[src/rtl/boot_pkg.sv]
// rtl/boot_pkg.sv - shared types and constants for the UART boot loader
//
// Purpose: loader FSM state encoding and the frame sync byte value.
// Ports:   none (package).
package boot_pkg;

  typedef enum logic [2:0] {
    SYNC,
    CNT_LO,
    CNT_HI,
    DATA,
    CSUM,
    DONE,
    ERROR
  } boot_state_t;

  localparam logic [7:0] SYNC_BYTE = 8'hA5;

endpackage

[src/rtl/uart_rx_byte.sv]
// rtl/uart_rx_byte.sv - 8N1 UART byte receiver with start-glitch rejection
//
// Purpose: synchronizes the serial line, times bits from the start edge and
//          delivers one byte per frame with a stop-bit check.
// Ports:
//   i_clk          system clock
//   i_rst_n        asynchronous active-low reset
//   i_rx           asynchronous serial input, idle high
//   o_byte_valid   one-cycle pulse at the stop-bit sample
//   o_rx_byte      received byte, valid with o_byte_valid
//   o_frame_err    stop bit sampled low, valid with o_byte_valid
module uart_rx_byte #(
  parameter int CLKS_PER_BIT = 104
) (
  input  logic       i_clk,
  input  logic       i_rst_n,
  input  logic       i_rx,
  output logic       o_byte_valid,
  output logic [7:0] o_rx_byte,
  output logic       o_frame_err
);

  typedef enum logic [1:0] {RX_IDLE, RX_START, RX_DATA, RX_STOP} rx_state_t;

  localparam int CW = $clog2(CLKS_PER_BIT + 1);
  localparam logic [CW-1:0] HALF_M1 = CW'(CLKS_PER_BIT / 2 - 1);
  localparam logic [CW-1:0] FULL_M1 = CW'(CLKS_PER_BIT - 1);

  logic          r_sync1;
  logic          r_sync2;
  logic          r_rx_d;
  rx_state_t     r_state;
  logic [CW-1:0] r_cnt;
  logic [2:0]    r_bit;
  logic [7:0]    r_shift;

  always_ff @(posedge i_clk or negedge i_rst_n) begin
    if (!i_rst_n) begin
      r_sync1      <= 1'b1;
      r_sync2      <= 1'b1;
      r_rx_d       <= 1'b1;
      r_state      <= RX_IDLE;
      r_cnt        <= '0;
      r_bit        <= '0;
      r_shift      <= '0;
      o_byte_valid <= 1'b0;
      o_rx_byte    <= '0;
      o_frame_err  <= 1'b0;
    end else begin
      r_sync1      <= i_rx;
      r_sync2      <= r_sync1;
      r_rx_d       <= r_sync2;
      o_byte_valid <= 1'b0;
      case (r_state)
        RX_IDLE: begin
          // Edge, not level: a line left low by a bad stop bit must not retrigger.
          if (r_rx_d && !r_sync2) begin
            r_state <= RX_START;
            r_cnt   <= '0;
          end
        end
        RX_START: begin
          if (r_cnt == HALF_M1) begin
            r_cnt <= '0;
            if (r_sync2) begin
              r_state <= RX_IDLE;
            end else begin
              r_state <= RX_DATA;
              r_bit   <= '0;
            end
          end else begin
            r_cnt <= r_cnt + 1'b1;
          end
        end
        RX_DATA: begin
          if (r_cnt == FULL_M1) begin
            r_cnt   <= '0;
            r_shift <= {r_sync2, r_shift[7:1]};
            r_bit   <= r_bit + 1'b1;
            if (r_bit == 3'd7) r_state <= RX_STOP;
          end else begin
            r_cnt <= r_cnt + 1'b1;
          end
        end
        default: begin
          if (r_cnt == FULL_M1) begin
            r_cnt        <= '0;
            r_state      <= RX_IDLE;
            o_byte_valid <= 1'b1;
            o_rx_byte    <= r_shift;
            o_frame_err  <= ~r_sync2;
          end else begin
            r_cnt <= r_cnt + 1'b1;
          end
        end
      endcase
    end
  end

endmodule

[src/rtl/uart_boot_loader.sv]
// rtl/uart_boot_loader.sv - UART program loader holding the core in reset
//
// Purpose: parses a sync/count/data frame from the UART, writes each word to
//          memory and releases the core once the whole image is written.
//          Optional trailing checksum byte is enabled by BOOT_CHECKSUM_EN.
// Ports:
//   i_clk          system clock
//   i_rst_n        asynchronous active-low reset
//   i_uart_rx      serial input, idle high, 8N1
//   o_mem_we       one-cycle memory write strobe
//   o_mem_addr     word-aligned byte address of the write
//   o_mem_wdata    word to write
//   o_core_rst_n   active-low reset to the processor core
//   o_busy         load in progress (sync accepted, not yet DONE/ERROR)
//   o_error        sticky load failure flag
module uart_boot_loader
  import boot_pkg::*;
#(
  parameter int          CLK_HZ    = 12000000,
  parameter int          BAUD      = 115200,
  parameter logic [31:0] BASE_ADDR = 32'h0000_0000,
  parameter int          MAX_WORDS = 2048
) (
  input  logic        i_clk,
  input  logic        i_rst_n,
  input  logic        i_uart_rx,
  output logic        o_mem_we,
  output logic [31:0] o_mem_addr,
  output logic [31:0] o_mem_wdata,
  output logic        o_core_rst_n,
  output logic        o_busy,
  output logic        o_error
);

  localparam int          CLKS_PER_BIT = CLK_HZ / BAUD;
  localparam logic [16:0] MAX_W        = 17'(MAX_WORDS);
`ifdef BOOT_CHECKSUM_EN
  localparam boot_state_t ST_AFTER_LOAD = CSUM;
`else
  localparam boot_state_t ST_AFTER_LOAD = DONE;
`endif

  logic        w_byte_valid;
  logic [7:0]  w_rx_byte;
  logic        w_frame_err;
  logic [15:0] w_count;
  logic [31:0] w_word;

  boot_state_t r_state;
  logic [15:0] r_count;
  logic [15:0] r_idx;
  logic [23:0] r_word;
  logic [1:0]  r_bcnt;
`ifdef BOOT_CHECKSUM_EN
  logic [7:0]  r_csum;
`endif

  uart_rx_byte #(.CLKS_PER_BIT(CLKS_PER_BIT)) u_rx (
    .i_clk        (i_clk),
    .i_rst_n      (i_rst_n),
    .i_rx         (i_uart_rx),
    .o_byte_valid (w_byte_valid),
    .o_rx_byte    (w_rx_byte),
    .o_frame_err  (w_frame_err)
  );

  assign w_count = {w_rx_byte, r_count[7:0]};
  assign w_word  = {w_rx_byte, r_word};

  always_ff @(posedge i_clk or negedge i_rst_n) begin
    if (!i_rst_n) begin
      r_state      <= SYNC;
      r_count      <= '0;
      r_idx        <= '0;
      r_word       <= '0;
      r_bcnt       <= '0;
`ifdef BOOT_CHECKSUM_EN
      r_csum       <= '0;
`endif
      o_mem_we     <= 1'b0;
      o_mem_addr   <= BASE_ADDR;
      o_mem_wdata  <= '0;
      o_core_rst_n <= 1'b0;
      o_busy       <= 1'b0;
      o_error      <= 1'b0;
    end else begin
      o_mem_we <= 1'b0;
      case (r_state)
        SYNC: begin
          if (w_byte_valid && !w_frame_err && w_rx_byte == SYNC_BYTE) begin
            r_state <= CNT_LO;
            o_busy  <= 1'b1;
          end
        end
        CNT_LO: begin
          if (w_byte_valid) begin
            if (w_frame_err) begin
              r_state <= ERROR;
            end else begin
              r_count[7:0] <= w_rx_byte;
`ifdef BOOT_CHECKSUM_EN
              r_csum       <= w_rx_byte;
`endif
              r_state      <= CNT_HI;
            end
          end
        end
        CNT_HI: begin
          if (w_byte_valid) begin
            r_count[15:8] <= w_rx_byte;
`ifdef BOOT_CHECKSUM_EN
            r_csum        <= r_csum + w_rx_byte;
`endif
            r_idx         <= '0;
            r_bcnt        <= '0;
            if (w_frame_err)                  r_state <= ERROR;
            else if (w_count == 16'd0)        r_state <= ST_AFTER_LOAD;
            else if ({1'b0, w_count} > MAX_W) r_state <= ERROR;
            else                              r_state <= DATA;
          end
        end
        DATA: begin
          if (w_byte_valid) begin
            if (w_frame_err) begin
              r_state <= ERROR;
            end else begin
              // Bytes enter at the top so byte 0 ends up in bits [7:0].
              r_word <= {w_rx_byte, r_word[23:8]};
              r_bcnt <= r_bcnt + 1'b1;
`ifdef BOOT_CHECKSUM_EN
              r_csum <= r_csum + w_rx_byte;
`endif
              if (r_bcnt == 2'd3) begin
                o_mem_we    <= 1'b1;
                o_mem_addr  <= BASE_ADDR + {14'd0, r_idx, 2'b00};
                o_mem_wdata <= w_word;
                r_idx       <= r_idx + 16'd1;
                if (r_idx + 16'd1 == r_count) r_state <= ST_AFTER_LOAD;
              end
            end
          end
        end
`ifdef BOOT_CHECKSUM_EN
        CSUM: begin
          if (w_byte_valid) begin
            if (w_frame_err || w_rx_byte != r_csum) r_state <= ERROR;
            else                                     r_state <= DONE;
          end
        end
`endif
        DONE: begin
          o_core_rst_n <= 1'b1;
          o_busy       <= 1'b0;
        end
        default: begin
          // ERROR (and any unreachable encoding) is terminal until reset.
          r_state      <= ERROR;
          o_error      <= 1'b1;
          o_busy       <= 1'b0;
          o_core_rst_n <= 1'b0;
        end
      endcase
    end
  end

endmodule

[config.mk]
export PLATFORM = sky130hd
export DESIGN_NAME = uart_boot_loader
export DESIGN_NICKNAME = d
export VERILOG_FILES = /design/src/rtl/boot_pkg.sv /design/src/rtl/uart_rx_byte.sv /design/src/rtl/uart_boot_loader.sv
export SDC_FILE = /design/constraint.sdc
export NUM_CORES = 1
export LEC_CHECK = 0
export BUFFER_PORTS_ARGS = -buffer_cell sky130_fd_sc_hd__buf_2
export CAP_MARGIN = 20
export CORE_UTILIZATION = 50
export DETAILED_ROUTE_END_ITERATION = 8
export MAX_ROUTING_LAYER = met4
export PLACE_DENSITY = 0.69
export SYNTH_ARGS = -nofsm -noshare
export SYNTH_HDL_FRONTEND = slang
export SYNTH_SLANG_ARGS = --single-unit
[constraint.sdc]
create_clock -name i_clk -period 3.1 [get_ports i_clk]
set_input_delay 0.465 -clock i_clk [delete_from_list [all_inputs] [get_ports i_clk]]
set_output_delay 0.465 -clock i_clk [all_outputs]
set_load 0.05 [all_outputs]
# Word-level counts from Yosys, hierarchy flattened
# Cells that the tools add are included.
[word_totals]
input_bits = 3
output_inout_bits = 68
elab_cells = 129
register_bits = 146
[op_classes]
n_eq_ne = 25
n_reduce_logical = 27
n_lt_le_gt_ge = 1
muxes = 45
addsub = 4
n_bitwise = 5
[ops]
columns = ["cell", "count"]
rows = [
  ["$mux 16", 4],
  ["$mux 3", 14],
  ["$pmux 16 s2", 1],
  ["$mux 7", 3],
  ["$mux 2", 9],
  ["$add 16x1->16 const B", 1],
  ["$eq 16x16->1", 1],
  ["$gt 16x12->1 const B", 1],
  ["$logic_not 16->1", 1],
  ["$pmux 3 s5", 1],
  ["$ne 2x1->1 const B", 7],
  ["$pmux 7 s2", 1],
  ["$reduce_and 4->1", 3],
  ["$reduce_and 5->1", 2],
  ["$eq 8x8->1 const B", 1],
  ["$ne 2x2->1 const B", 4],
  ["$reduce_and 2->1", 4],
  ["$add 7x1->7 const B", 1],
  ["$eq 7x6->1 const B", 1],
  ["$eq 7x7->1 const B", 1],
  ["$mux 1", 7],
  ["$reduce_and 7->1", 1],
  ["$eq 3x2->1 const B", 2],
  ["$eq 3x3->1 const B", 2],
  ["21 further kinds", 34],
]

# Depth between registers and ports, before layout
[depth]
depth_word = 7
mapped_depth = 10
mapped_depth_nobuf = 8

# By module
# A second synthesis with hierarchy kept.
[unflattened]
cells_unflattened = 662
hier_area_um2 = 6824.0
[by_module_without_submodules]
columns = ["mod", "area_each_um2", "cells_per_inst", "instances"]
rows = [
  ["uart_boot_loader", 5337.6, 550, 1],
  ["uart_rx_byte", 1486.4, 112, 1],
]

# Worst setup path before layout
# OpenSTA, ideal clock, no wires.
[synth_timing]
path_kind = "reg-to-reg"
startpoint = "register r_idx[0]"
endpoint = "register r_state[1]"
t_arrival_ps = 1896
path_slack_ps = 1062
path_stages_with_launch = 9
synth_period_minus_slack_ps = 2038
path_buffers = 1
setup_time_ps = 142
cell_sequence = "dfrtp_1 ha_1 buf_2 nand4_2 nor4_2 xnor2_1 o221ai_1 a2111oi_2 a31oi_1"
[synth_via]
elab_chain_len = 4
[synth_lines]
columns = ["item", "line_no", "source"]
rows = [
  ["from (decl)", "uart_boot_loader.sv:51", "logic [15:0] r_idx;"],
  ["from (signal assigned)", "uart_boot_loader.sv:137", "r_idx <= r_idx + 16'd1;"],
  ["$add 16x1->16", "uart_boot_loader.sv:138", "if (r_idx + 16'd1 == r_count) r_state <= ST_AFTER_LOAD;"],
  ["$eq 16x16->1", "uart_boot_loader.sv:138", ""],
  ["$ne 3x2->1 (no source line)", "n/a", ""],
  ["$reduce_and 7->1 (no source line)", "n/a", ""],
  ["to (signal assigned)", "uart_boot_loader.sv:125", "r_state <= ERROR;"],
  ["to (signal assigned)", "uart_boot_loader.sv:138", ""],
  ["to (signal assigned)", "uart_boot_loader.sv:157", "r_state <= ERROR;"],
  ["to (decl)", "uart_boot_loader.sv:49", "boot_state_t r_state;"],
]
# No other way between the ends.
# A chain may end at the register's enable or synchronous reset.

# Worst setup path after layout
[layout_timing]
startpoint = "register r_idx[0]"
endpoint = "register r_state[2]"
# Same word-level chain as after synthesis.

==> metrics.csv <==
metric,value,unit
die_h,119,um
dp.final_hpwl,9240,um
synthDominantCellAreaShare,52.7,%
synthCells,663,
slew_headroom,34.0,%
yosysWarnings,0,
crit_type,flop to flop,
outcome,"complete, no violations",
area_delta_synth_final,13.6,%
ys_ff_latch,146,
design_area,7720,um^2
async_flop_share,100,%
powerDensity,553,nW/um^2
setup-tns-final,0,ns
diodes,0,
cts_buffers,17,
cp.required,3.46,ns
cp-start-kind,flop,
path_clk_slew,0.06,ns
rsz0062_at_grt,false,
postCtsSetupBuffers,0,
ant_nets,0,
remaining_drc_errors,0,
synth_top_family_by_area,simple AND/OR/NAND/NOR gates,
wire_per_inst,15.6,um
p_leak,3.97,nW
synth-edff-count,0,
grt_max_degree,89,
endpoint_kind,flop,
root_buffer,clkbuf_16,
placed_cells,865,
die_w,119,um
placementRows,42,
htreeDepth,4,
vias_per_cell,5.35,
synth.avg_cell_area,10.2,um^2
start_util,51.3,%
synth.most_common_cell,nand2_1,
clk_path_buf_depth,2,
antenna_found_initial,0,
n_fill_cell,1143,
setup_viol,0,
yosysSeqAreaShare,53.8,%
portBuffers,54,
first_iter_violations,267,
ys_types,62,
grt_pass1_wl,24100,um
irDropWorstVdd,0.000386,V
hold_buffers,0,
synth-xor-area-share,2.97,%
layout.cells.non_filler,897,
tritoncts,built,
ctsResizeCount,0,
nNetsFinal,716,
synth-simple-area-share,19.3,%
grt_use_total,22.4,%
utilization,58.3,%
max_freq,420,MHz
crit_fanout,8,
core-area,13200,um^2
synth_top_area_cell,dfrtp_1,
wl,14000,um
synth-compound-area-share,8.44,%
syn_area,6790,um^2
worstMarginPinSlew,0.984,ns
grt_pass1_vias,4848,
timing.final.ws_setup,0.721,ns
finalPower,4.26,mW
hold_class,input pin to async pin,
synth_fa_ha_area_share,0.921,%
fp.dieArea,14100,um^2
timing.final.crit_share,76.7,%
io_pins,71,
worst_ep_arrival_time,2.74,ns
pre_cts_ws,0.718,ns
gp_congestion,0.841,
synthTopCellsByArea,"dfrtp_1 (53%), nand2_1 (10%), mux2_2 (9.4%), o21ai_0 (2.4%), buf_4 (2.2%)",
synthTopCellsByCount,"nand2_1 (189), dfrtp_1 (143), mux2_2 (57)",
slew_violations,0,
synthFlopType,dfrtp_1,
grt_overflow_total,0,
clk_latency,0.42,ns
skew,0.00764,ns
place_area,7130,um^2
hold_viol_final,0,
drive_above_1_share,23.6,%
fin_hold_ws,0.0571,ns
drt_first_pass_iters,5,
period_needed,2.38,ns
clock_sinks,146,
maxCapViolations,0,
yosys-mux-area-fraction,9.74,%
vias,4796,
logic make-up (layout without fill, tap and decap cells):
family | after synthesis | count (layout)
xor+xnor | 23 | 23
fa+ha+maj | 5 | 5
flops | 146 | 146
compound gates | 91 | 91
buf+inv | 60 | 103
mux | 59 | 59
other cells | 1 | 16
simple gates | 278 | 278
worst max-delay path: stages, from the launching register on:
cell	delay, ns
dfrtp_1	0.47
ha_1	0.37
nand4_2	0.24
nor4_2	0.37
xnor2_1	0.16
o221ai_1	0.17
a2111oi_2	0.33
a31o_1	0.21
registers in the layout, summed over array words and instances (netlist names):
signal	cells
r_state	3
u_rx.o_rx_byte	8
r_idx	16
u_rx.r_sync1	1
u_rx.r_rx_d	1
u_rx.o_frame_err	1
u_rx.r_bit	3
u_rx.r_sync2	1
o_busy	1
o_mem_wdata	32
u_rx.o_byte_valid	1
o_error	1
r_bcnt	2
u_rx.r_cnt	7
r_count	16
u_rx.r_shift	8
o_mem_we	1
o_mem_addr	16
o_core_rst_n	1
u_rx.r_state	2
r_word	24
cell type report:
class | count | area [um^2] | share of cell area (%)
multi-input combinational | 472 | 2880 | 37.3
clock buffer | 20 | 447 | 5.79
sequential | 146 | 3660 | 47.4
clock inverter | 12 | 145 | 1.88
inverter | 9 | 33.8 | 0.438
timing repair buffer | 62 | 337 | 4.36
tap | 176 | 220 | 2.85
final timing paths:
path	from	endpoint	slack [ns]	cells after the start
max	r_idx[0]	r_state[2]	0.72	7
min	i_rst_n	o_mem_addr[11]	0.06	1
max reg2reg	r_idx[0]	r_state[2]	0.72	7
min reg2reg	u_rx.r_sync1	u_rx.r_sync2	0.36	0
max in group asynchronous	i_rst_n	o_mem_wdata[13]	2.17	2
min in group i_clk	i_uart_rx	u_rx.r_sync1	0.14	1
power breakdown:
group / leakage, nW / internal (mW) / switching [mW]
Sequential: 2.02 / 1.95 / 0.0559
Clock: 0.288 / 1.22 / 0.820
Combinational: 1.66 / 0.0668 / 0.147
per-layer routing:
layer | vias to the layer above | GRT usage (%) | wire length (um)
met5 | - | - | 0
met4 | 0 | 8.86 | 280
met3 | 24 | 4.15 | 417
met2 | 92 | 35.2 | 6690
met1 | 2360 | 28.8 | 6610
li1 | 2320 | - | -
cells in the final DEF, fill, tap and decap left out, types with 4 or more instances in the layout:
| master | count |
|---|---|
| nand2_1 | 189 |
| dfrtp_1 | 143 |
| mux2_2 | 57 |
| buf_2 | 53 |
| o21ai_0 | 33 |
| clkbuf_16 | 17 |
| conb_1 | 16 |
| xnor2_1 | 15 |
| nor2_1 | 13 |
| o21ai_1 | 11 |
| nand3_1 | 10 |
| a21oi_1 | 9 |
| o31ai_1 | 9 |
| nor3_1 | 8 |
| inv_1 | 8 |
| xor2_1 | 8 |
| buf_4 | 8 |
| nand2b_1 | 7 |
| and3_1 | 7 |
| nor2b_1 | 6 |
| a31oi_1 | 6 |
| ha_1 | 5 |
| and4_1 | 4 |
| and2_1 | 4 |
| nor4_1 | 4 |
| inv_6 | 4 |
Power figures use the tool's default switching activity.
